$ cat src/rtl/uart_tx_serializer.sv
// uart_tx_serializer
//   Transmit engine of the UART: pops bytes from the TX FIFO head and
//   serializes each one as start bit, 5..8 data bits LSB first, optional
//   parity and 1 / 1.5 / 2 stop bits.  Every bit lasts OVERSAMPLE baud_pulse
//   ticks.  Also provides the break function and transmitter-empty status.
//
// Ports
//   clk         system clock, rising edge
//   rst         asynchronous active-low reset (0 = reset)
//   baud_pulse  one-clk oversample tick from the baud generator
//   wls         word length select: 00=5, 01=6, 10=7, 11=8 bits
//   stb         0 = 1 stop bit, 1 = 2 stop bits (1.5 when wls=00)
//   pen         parity enable
//   eps         1 = even parity, 0 = odd parity
//   sp          stick parity (parity bit = ~eps when pen=1)
//   bc          break control, forces tx low while high
//   fifo_empty  TX FIFO empty flag
//   fifo_dout   TX FIFO head byte
//   pop         FIFO pop strobe, one clk wide
//   tx          serial output, idle high
//   busy        frame in progress
//   temt        transmitter idle and FIFO empty
module uart_tx_serializer #(
  parameter int OVERSAMPLE = 16
) (
  input  logic       clk,
  input  logic       rst,
  input  logic       baud_pulse,
  input  logic [1:0] wls,
  input  logic       stb,
  input  logic       pen,
  input  logic       eps,
  input  logic       sp,
  input  logic       bc,
  input  logic       fifo_empty,
  input  logic [7:0] fifo_dout,
  output logic       pop,
  output logic       tx,
  output logic       busy,
  output logic       temt
);

  // Counter must hold up to 2*OVERSAMPLE-1 (two stop bits).
  localparam int CW = $clog2(2 * OVERSAMPLE);

  localparam logic [CW-1:0] BIT_LAST    = CW'(OVERSAMPLE - 1);
  localparam logic [CW-1:0] STOP15_LAST = CW'((OVERSAMPLE * 3) / 2 - 1);
  localparam logic [CW-1:0] STOP2_LAST  = CW'(2 * OVERSAMPLE - 1);

  typedef enum logic [2:0] {IDLE, START, DATA, PARITY, STOP} state_t;

  state_t        state;
  logic [CW-1:0] tick_cnt;
  logic [2:0]    bit_cnt;
  logic [7:0]    shift;
  logic [1:0]    cfg_wls;
  logic          cfg_stb;
  logic          cfg_pen;
  logic          cfg_par;   // parity bit resolved at load time
  logic          line;      // registered line value before break gating

  logic [CW-1:0] stop_last;
  logic [2:0]    data_last;
  logic [7:0]    data_mask;
  logic          data_xor;
  logic          par_bit;
  logic          stop_end;
  logic          load;

  // Stop length depends on the latched frame configuration.
  always_comb begin
    stop_last = BIT_LAST;
    if (cfg_stb) begin
      stop_last = (cfg_wls == 2'b00) ? STOP15_LAST : STOP2_LAST;
    end
  end

  // Index of the last data bit of the current frame (N-1).
  assign data_last = {1'b0, cfg_wls} + 3'd4;

  // Parity covers only the N transmitted bits, so mask the head byte with
  // the live word length before folding it.
  assign data_mask = 8'hFF >> (2'd3 - wls);
  assign data_xor  = ^(fifo_dout & data_mask);
  assign par_bit   = sp ? ~eps : (eps ? data_xor : ~data_xor);

  assign stop_end = baud_pulse && (state == STOP) && (tick_cnt == stop_last);

  // Reload on the final stop tick gives back-to-back frames with no idle gap.
  // Gated by rst so no pop can escape while the block is held in reset.
  assign load = rst && baud_pulse && !fifo_empty && ((state == IDLE) || stop_end);

  always_ff @(posedge clk or negedge rst) begin
    if (!rst) begin
      state    <= IDLE;
      tick_cnt <= '0;
      bit_cnt  <= '0;
      shift    <= '0;
      cfg_wls  <= '0;
      cfg_stb  <= 1'b0;
      cfg_pen  <= 1'b0;
      cfg_par  <= 1'b0;
      line     <= 1'b1;
    end else if (load) begin
      state    <= START;
      tick_cnt <= '0;
      bit_cnt  <= '0;
      shift    <= fifo_dout;
      cfg_wls  <= wls;
      cfg_stb  <= stb;
      cfg_pen  <= pen;
      cfg_par  <= par_bit;
      line     <= 1'b0;
    end else if (baud_pulse) begin
      case (state)
        IDLE: begin
          tick_cnt <= '0;
          line     <= 1'b1;
        end
        START: begin
          if (tick_cnt == BIT_LAST) begin
            state    <= DATA;
            tick_cnt <= '0;
            line     <= shift[0];
          end else begin
            tick_cnt <= tick_cnt + 1'b1;
          end
        end
        DATA: begin
          if (tick_cnt == BIT_LAST) begin
            tick_cnt <= '0;
            if (bit_cnt == data_last) begin
              if (cfg_pen) begin
                state <= PARITY;
                line  <= cfg_par;
              end else begin
                state <= STOP;
                line  <= 1'b1;
              end
            end else begin
              bit_cnt <= bit_cnt + 1'b1;
              shift   <= shift >> 1;
              line    <= shift[1];
            end
          end else begin
            tick_cnt <= tick_cnt + 1'b1;
          end
        end
        PARITY: begin
          if (tick_cnt == BIT_LAST) begin
            state    <= STOP;
            tick_cnt <= '0;
            line     <= 1'b1;
          end else begin
            tick_cnt <= tick_cnt + 1'b1;
          end
        end
        STOP: begin
          // Final stop tick without a reload (reload handled above).
          if (tick_cnt == stop_last) begin
            state    <= IDLE;
            tick_cnt <= '0;
            line     <= 1'b1;
          end else begin
            tick_cnt <= tick_cnt + 1'b1;
          end
        end
        default: begin
          state    <= IDLE;
          tick_cnt <= '0;
          line     <= 1'b1;
        end
      endcase
    end
  end

  assign pop  = load;
  assign tx   = line & ~bc;   // break overrides the line, FSM keeps running
  assign busy = (state != IDLE);
  assign temt = (state == IDLE) && fifo_empty;

endmodule

$ cat config.mk
export PLATFORM = sky130hd
export DESIGN_NAME = uart_tx_serializer
export DESIGN_NICKNAME = d
export VERILOG_FILES = /design/src/rtl/uart_tx_serializer.sv
export SDC_FILE = /design/constraint.sdc
export NUM_CORES = 1
export LEC_CHECK = 0
export CORE_MARGIN = 10
export CORE_UTILIZATION = 49
export DETAILED_ROUTE_END_ITERATION = 12
export HOLD_SLACK_MARGIN = 0.1
export PLACE_DENSITY = 0.85
export REMOVE_ABC_BUFFERS = 1
export SLEW_MARGIN = 20
export SYNTH_ARGS = -nofsm -noshare
export SYNTH_HDL_FRONTEND = slang
export SYNTH_SLANG_ARGS = --single-unit
$ cat constraint.sdc
create_clock -name clk -period 5.3 [get_ports clk]
set_input_delay 1.06 -clock clk [delete_from_list [all_inputs] [get_ports clk]]
set_output_delay 1.06 -clock clk [all_outputs]
set_load 0.02 [all_outputs]
==> results of run 1 <==
[final cells by class]
class | instances | share of cell area [%]
Multi-Input combinational cell | 112 | 48.2
Tap cell | 44 | 2.95
Sequential cell | 25 | 33.6
Clock buffer | 4 | 1.41
Timing Repair Buffer | 23 | 12.2
Inverter | 8 | 1.74
[routing by layer]
metal	up-vias	track usage, %
met3	6	2.68
met4	0	4.46
met1	612	13.4
li1	586	-
met5	-	0
met2	32	22.3
[critical path, cell delays in order]
cell                              delay, ns
sky130_fd_sc_hd__clkdlybuf4s50_1       0.60
sky130_fd_sc_hd__nand3_1               0.16
sky130_fd_sc_hd__nor3_1                0.50
sky130_fd_sc_hd__nand2_4               0.24
sky130_fd_sc_hd__inv_4                 0.17
sky130_fd_sc_hd__clkdlybuf4s50_1       0.63
[cell usage in the layout, fill, tap and decap left out, types with 2 or more instances in the layout]
cell type | synthesis | routed
sky130_fd_sc_hd__nor2_1 | 9 | 9
sky130_fd_sc_hd__nor3b_2 | 2 | 2
sky130_fd_sc_hd__nand2_1 | 10 | 10
sky130_fd_sc_hd__clkdlybuf4s50_1 | 0 | 22
sky130_fd_sc_hd__mux2_1 | 6 | 6
sky130_fd_sc_hd__nand3_1 | 5 | 5
sky130_fd_sc_hd__o21ai_0 | 6 | 6
sky130_fd_sc_hd__a31oi_1 | 2 | 2
sky130_fd_sc_hd__clkbuf_4 | 0 | 3
sky130_fd_sc_hd__xnor2_1 | 8 | 8
sky130_fd_sc_hd__a21oi_1 | 5 | 5
sky130_fd_sc_hd__mux2_2 | 2 | 2
sky130_fd_sc_hd__dfrtp_1 | 24 | 24
sky130_fd_sc_hd__xor2_1 | 3 | 3
sky130_fd_sc_hd__o21ai_1 | 3 | 3
sky130_fd_sc_hd__nor2b_1 | 3 | 3
sky130_fd_sc_hd__ha_1 | 4 | 4
sky130_fd_sc_hd__mux2_4 | 10 | 10
sky130_fd_sc_hd__o31ai_1 | 3 | 3
sky130_fd_sc_hd__a41oi_1 | 2 | 2
sky130_fd_sc_hd__inv_1 | 7 | 7
sky130_fd_sc_hd__nor3_1 | 4 | 4
[sequential cells by signal, indices dropped and copies added (netlist names)]
register / count
shift: 8
bit_cnt: 3
line: 1
cfg_wls: 2
tick_cnt: 5
cfg_stb: 1
cfg_par: 1
state: 3
cfg_pen: 1
[kinds of logic (layout without fill, tap and decap cells)]
| kind of cell | after synthesis | count (layout) | share of synthesized area (%) |
|---|---|---|---|
| mux | 19 | 19 | 15.8 |
| flops | 25 | 25 | 39.6 |
| compound gates | 32 | 32 | 13.7 |
| simple gates | 45 | 45 | 16.7 |
| buf+inv | 11 | 35 | 3.56 |
| fa+ha+maj | 4 | 4 | 3.16 |
| xor+xnor | 12 | 12 | 7.51 |
[report_power, final]
group	switching, mW	leakage [nW]	internal [mW]	total (mW)
combinational	0.166	0.494	0.188	0.354
clock	0.0537	0.0150	0.0294	0.0831
sequential	0.0762	0.315	0.265	0.342
[worst max-delay path by stage]
stage	end	slack [ns]	depth (start not counted)
final	pop	0.88	6
after global placement	pop	1.05	6
after global routing	pop	0.74	6
after floorplan	pop	2.34	5
after detailed placement	pop	0.90	6
after CTS	pop	0.90	6
==> flow_summary.rst, run 1 <==
.. list-table::
   :header-rows: 1

   * - Metric
     - Value
   * - Result of the run
     - completed
   * - Hpwl dp
     - 2.79 mm
   * - Area of the core
     - 3080 µm²
   * - Most frequently used cell type in the post-synthesis netlist
     - sky130_fd_sc_hd__dfrtp_1
   * - Final-layout fill cell count
     - 251
   * - FF+latch count, synth
     - 25
   * - Detailed-route DRC error count
     - 0
   * - Unrepaired setup endpoints after global routing
     - no
   * - Global router's overall resource usage
     - 12.2%
   * - Wire length of the first global-routing pass
     - 6.12 mm
   * - Detailed-route wire length on metal 1
     - 1.50 mm
   * - Worst setup EP type
     - primary output
   * - DR WL met3
     - 134 µm
   * - WL met2
     - 1.95 mm
   * - Required time reported for the critical path endpoint
     - 4.24 ns
   * - Via count of the first global-routing pass
     - 1328
   * - Total power of the final layout
     - 0.778 mW
   * - Final period utilization
     - 83.4%
   * - Initial core utilization
     - 51.4%
   * - VDD IR max
     - 0.237 mV
   * - Internal reg-to-reg setup slack
     - 3.05 ns
   * - Mapped Cells
     - 148
   * - Floorplan die height
     - 76.8 µm
   * - Max-slew violation count
     - 0
   * - Mapped cell area
     - 1580 µm²
   * - Sequential element share of the synthesized area
     - 39.6%
   * - Setup violators final
     - 0
   * - Port Buf Inserts
     - 22
   * - Clock tree from TritonCTS
     - built
   * - Minimum clock period after layout
     - 4.42 ns
   * - Detailed Route WL
     - 3.65 mm
   * - Synth warnings
     - 0
   * - # diodes
     - 0
   * - Critical path class
     - primary input to primary output
   * - Antenna violations before repair
     - 0
   * - Cell types with the largest area share after synthesis
     - sky130_fd_sc_hd__dfrtp_1 38%, sky130_fd_sc_hd__mux2_4 9.5%, sky130_fd_sc_hd__xnor2_1 4.4%, sky130_fd_sc_hd__mux2_1 4.3%, sky130_fd_sc_hd__ha_1 3.2%
   * - Total die area
     - 5900 µm²
   * - Post-CTS setup buffer count
     - 0
   * - Mean instance size in the synthesized netlist
     - 10.7 µm²
   * - Nature of the critical path startpoint
     - primary input
   * - # clock sinks
     - 25
   * - Core Util, Final
     - 60.7%
   * - R2R Path End
     - shift[1]
   * - Power density normalized to cell area
     - 417 nW/µm²
   * - Number of cells on the worst reg-to-reg path
     - 7
   * - Clock slew seen by the registers of the worst setup and hold paths
     - 0.12 ns
   * - Dominant synthesized flop cell
     - sky130_fd_sc_hd__dfrtp_1
   * - Root cell of the clock tree
     - sky130_fd_sc_hd__clkbuf_4
   * - Worst hold endpoint
     - tick_cnt[1]
   * - Row count
     - 20
   * - Count of unique library cells instantiated by Yosys
     - 50
   * - Count of routing violations after the opening detailed-route iteration
     - 56
   * - Slew margin rel.
     - 58.7%
   * - Yosys top cell area share
     - 37.9%
   * - DR top layer
     - met4
   * - Slew of the pin with the lowest slew margin
     - 0.615 ns
   * - Largest fanout of any net on the critical path
     - 10
   * - Number of nets still failing antenna checks after routing
     - 0
   * - Standby leakage power
     - 0.823 nW
   * - Vias
     - 1236
   * - Final-report hold violation count
     - 0
   * - Layout-stage area growth over the synthesis result
     - 18.0%
   * - Post-synth EDFFs
     - 0
   * - Beginning of the worst register-to-register path
     - tick_cnt[0]
   * - Largest area contributor in the netlist
     - sky130_fd_sc_hd__dfrtp_1
   * - Number of placed I/O pins
     - 23
   * - Max Buffers Root-to-Sink
     - 2
   * - Max H-tree Level
     - 1
   * - Ratio of routed vias to standard cells
     - 5.72
   * - Total area of sequential cells
     - 627 µm²
   * - Commonest cells in the netlist
     - 24 x sky130_fd_sc_hd__dfrtp_1, 10 x sky130_fd_sc_hd__mux2_4, 10 x sky130_fd_sc_hd__nand2_1, 9 x sky130_fd_sc_hd__nor2_1, 8 x sky130_fd_sc_hd__xnor2_1
   * - Worst setup startpoint
     - baud_pulse
   * - Final cell count without fillers
     - 216
   * - Maximum clock frequency
     - 226 MHz
   * - Area post-placement
     - 1840 µm²
   * - Number of cells traversed by the worst hold path
     - 1
   * - Area used by multi-input combinational logic
     - 900 µm²
   * - Routed length per instance
     - 16.9 µm
   * - Skew final
     - 0.00759 ns
   * - Share of flip-flops with an asynchronous set or reset
     - 100%
   * - Worst setup margin
     - 0.878 ns
   * - Clk_lat worst skew
     - 0.31 ns
   * - Pin count of the biggest net entering global routing
     - 27
   * - Total number of nets in the final design
     - 196
   * - Number of maximum-capacitance violations
     - 0
   * - Design area
     - 1870 µm²
   * - Total overflow reported by the global router
     - 0
   * - Launch instance of the worst min-delay path
     - tick_cnt[1]
   * - Final sum of negative setup slack
     - 0 ns
   * - Number of detailed-routing iterations run before antenna repair
     - 4
   * - Number of hold buffers added after CTS
     - 0
   * - WHS
     - 0.541 ns
   * - CTS Buf Count
     - 3
   * - Routability cong.
     - 0.954
   * - Worst endpoint data arrival time
     - 3.36 ns
   * - Number of placed cells counting well taps
     - 212
   * - Worst slack at placement
     - 0.896 ns
   * - Layout cells sized above 1
     - 15.7%
   * - Die span in x
     - 76.8 µm
   * - Number of instances resized during post-cts repair
     - 0
   * - Min-Delay Path Class
     - register to register
Power figures use the tool's default switching activity.
==> run 2, diff against run 1 <==
==> constraint.sdc (replaced) <==
create_clock -name clk -period 4.4 [get_ports clk]
set_input_delay 0.88 -clock clk [delete_from_list [all_inputs] [get_ports clk]]
set_output_delay 0.88 -clock clk [all_outputs]
set_load 0.02 [all_outputs]
==> run 2 against run 1 <==
Against the previous run: worst setup slack got worse by 0.47 ns; via count increased by 0.40%; clock skew increased by 0.0022 ns; register-to-register slack got worse by 0.93 ns; non-clock buffer count unchanged; critical endpoint unchanged; combinational power increased by 18%; routed wire length decreased by 1.8%; global-route usage increased by 0.14 points.
==> flow_summary.rst, run 2 (synthesis gave the netlist of run 1 again) <==
.. list-table::
   :header-rows: 1

   * - Metric
     - Value
   * - Total die area
     - 5900 µm² (unchanged)
   * - Initial core utilization
     - 51.4% (unchanged)
   * - VDD IR max
     - 0.237 mV (-0.29%)
   * - Number of cells on the worst reg-to-reg path
     - 7 (unchanged)
   * - Final cell count without fillers
     - 216 (unchanged)
   * - Clock power share
     - 10.8% (about the same)
   * - Internal Pwr Total
     - 0.581 mW (+20%)
   * - Wire length of the first global-routing pass
     - 6.11 mm (-0.11%)
   * - Power density normalized to cell area
     - 497 nW/µm² (+19%)
   * - R2R Path End
     - shift[0]
   * - Number of instances resized during post-cts repair
     - 0 (unchanged)
   * - Design area
     - 1870 µm² (unchanged)
   * - Area of the core
     - 3080 µm² (unchanged)
   * - Number of cells traversed by the worst hold path
     - 2 (+1)
   * - Global router's overall resource usage
     - 12.4% (+0.14 points)
   * - Via count of the first global-routing pass
     - 1309 (-1.4%)
   * - Layout cells sized above 1
     - 15.7% (unchanged)
   * - Standby leakage power
     - 0.823 nW (unchanged)
   * - Total number of nets in the final design
     - 196 (unchanged)
   * - Setup violators final
     - 0 (unchanged)
   * - Die span in x
     - 76.8 µm (unchanged)
   * - # clock sinks
     - 25 (unchanged)
   * - Ratio of routed vias to standard cells
     - 5.75 (+0.40%)
   * - Beginning of the worst register-to-register path
     - tick_cnt[0]
   * - Sequential share of power
     - 44.4% (+0.5 points)
   * - Vias
     - 1241 (+0.40%)
   * - Area post-placement
     - 1840 µm² (unchanged)
   * - Launch instance of the worst min-delay path
     - line
   * - Floorplan die height
     - 76.8 µm (unchanged)
   * - Final sum of negative setup slack
     - 0 ns (unchanged)
   * - Port Buf Inserts
     - 22 (unchanged)
   * - Unrepaired setup endpoints after global routing
     - no
   * - Required time reported for the critical path endpoint
     - 3.52 ns (-0.72 ns)
   * - Number of placed I/O pins
     - 23 (unchanged)
   * - Worst endpoint data arrival time
     - 3.12 ns (-0.24 ns)
   * - Hpwl dp
     - 2.76 mm (-0.79%)
   * - Max FFs per register
     - 8 (unchanged)
   * - Number of detailed-routing iterations run before antenna repair
     - 4 (unchanged)
   * - Root cell of the clock tree
     - sky130_fd_sc_hd__clkbuf_4
   * - Minimum clock period after layout
     - 4.00 ns
   * - Result of the run
     - completed
   * - Worst hold endpoint
     - line
   * - Worst slack at placement
     - 0.407 ns (-0.489 ns)
   * - Highest-count cells in the layout ignoring fill and taps
     - 24 x sky130_fd_sc_hd__dfrtp_1, 22 x sky130_fd_sc_hd__clkdlybuf4s50_1, 10 x sky130_fd_sc_hd__nand2_1, 10 x sky130_fd_sc_hd__mux2_4, 9 x sky130_fd_sc_hd__nor2_1
   * - Final-report hold violation count
     - 0 (unchanged)
   * - Critical path class
     - primary input to primary output
   * - Logic pwr share
     - 44.9% (-0.5 points)
   * - Number of nets still failing antenna checks after routing
     - 0 (unchanged)
   * - Post-CTS setup buffer count
     - 0 (unchanged)
   * - Layout-stage area growth over the synthesis result
     - 18.0% (unchanged)
   * - Max H-tree Level
     - 1 (unchanged)
   * - Antenna violations before repair
     - 0 (unchanged)
   * - Slew of the pin with the lowest slew margin
     - 0.538 ns (-0.0764 ns)
   * - Max Buffers Root-to-Sink
     - 2 (unchanged)
   * - Clock tree from TritonCTS
     - built
   * - Detailed Route WL
     - 3.59 mm (-1.8%)
   * - Slew margin rel.
     - 63.8% (+5.1 points)
   * - Switching share of total power
     - 37.3% (-0.64 points)
   * - Routability cong.
     - 0.927 (-2.8%)
   * - Clock slew seen by the registers of the worst setup and hold paths
     - 0.13 ns (about the same)
   * - Detailed-route DRC error count
     - 0 (unchanged)
   * - Maximum clock frequency
     - 250 MHz
   * - Net switching power of the design
     - 0.347 mW (+17%)
   * - Clk_lat worst skew
     - 0.32 ns (about the same)
   * - Worst setup EP type
     - primary output
   * - Worst setup margin
     - 0.404 ns (-0.475 ns)
   * - Largest registers
     - shift: 8 flops, tick_cnt: 5 flops
   * - Nature of the critical path startpoint
     - primary input
   * - Pin count of the biggest net entering global routing
     - 27 (unchanged)
   * - Count of routing violations after the opening detailed-route iteration
     - 65 (+16%)
   * - Routed length per instance
     - 16.6 µm (-1.8%)
   * - Number of maximum-capacitance violations
     - 0 (unchanged)
   * - Final period utilization
     - 90.8%
   * - Most common library cell in the layout ignoring fill and taps
     - sky130_fd_sc_hd__dfrtp_1
   * - Skew final
     - 0.00976 ns (+0.00217 ns)
   * - Number of hold buffers added after CTS
     - 0 (unchanged)
   * - Largest fanout of any net on the critical path
     - 10 (unchanged)
   * - Row count
     - 20 (unchanged)
   * - Max-slew violation count
     - 0 (unchanged)
   * - Top reg by flops
     - shift
   * - Number of placed cells counting well taps
     - 212 (unchanged)
   * - Internal reg-to-reg setup slack
     - 2.12 ns (-0.93 ns)
   * - CTS Buf Count
     - 3 (unchanged)
   * - # diodes
     - 0 (unchanged)
   * - Min-Delay Path Class
     - register to register
   * - Total overflow reported by the global router
     - 0 (unchanged)
[run 2: cell counts in the layout (fill, tap and decap cells not counted)]
No cell type changed its count.
[run 2: final cells by class]
cell class                      count  area [µm²]
Multi-Input combinational cell    112         900
Sequential cell                    25         627
Clock buffer                        4        26.3
Tap cell                           44        55.1
Inverter                            8        32.5
Fill cell                         258        1210
Timing Repair Buffer               23         228
[run 2: worst max path at each step]
stage | from | to | slack [ns] | cells after the start
after floorplan | fifo_empty | pop | 1.80 | 5
after global placement | baud_pulse | pop | 0.51 | 6
after detailed placement | baud_pulse | pop | 0.41 | 6
after CTS | baud_pulse | pop | 0.41 | 6
after global routing | baud_pulse | pop | 0.28 | 6
final | baud_pulse | pop | 0.40 | 6
[run 2: per-stage QoR]
stage,hold slack [ns],utilization (%),total power [mW]
detailed placement,0.512,59.8,0.826
finish,0.538,60.7,0.928
floorplan,0.461,-,0.694
global placement,0.502,59.8,0.808
global route,0.563,60.7,0.995
CTS,0.534,60.7,0.930
[run 2: power groups by stage]
| stage | Sequential, mW | Clock [mW] | Combinational, mW |
|---|---|---|---|
| finish | 0.412 | 0.0998 | 0.416 |
| global route | 0.423 | 0.116 | 0.456 |
| CTS | 0.409 | 0.105 | 0.417 |
| detailed placement | 0.413 | 0 | 0.413 |
| global placement | 0.406 | 0 | 0.402 |
| floorplan | 0.385 | 0 | 0.309 |
[run 2: per-layer routing]
layer / global-route usage (%) / routed length [µm] / vias to the layer above
met2: 22.1 / 1880 / 49
li1: - / - / 583
met5: 0 / 0 / -
met4: 5.20 / 95 / 0
met1: 13.5 / 1440 / 595
met3: 3.15 / 168 / 14
[run 2: critical path, cell delays in order]
cell and delay (ns):
sky130_fd_sc_hd__clkdlybuf4s50_1 0.61, sky130_fd_sc_hd__nand3_1 0.15, sky130_fd_sc_hd__nor3_1 0.44, sky130_fd_sc_hd__nand2_4 0.23
sky130_fd_sc_hd__inv_4 0.17, sky130_fd_sc_hd__clkdlybuf4s50_1 0.63
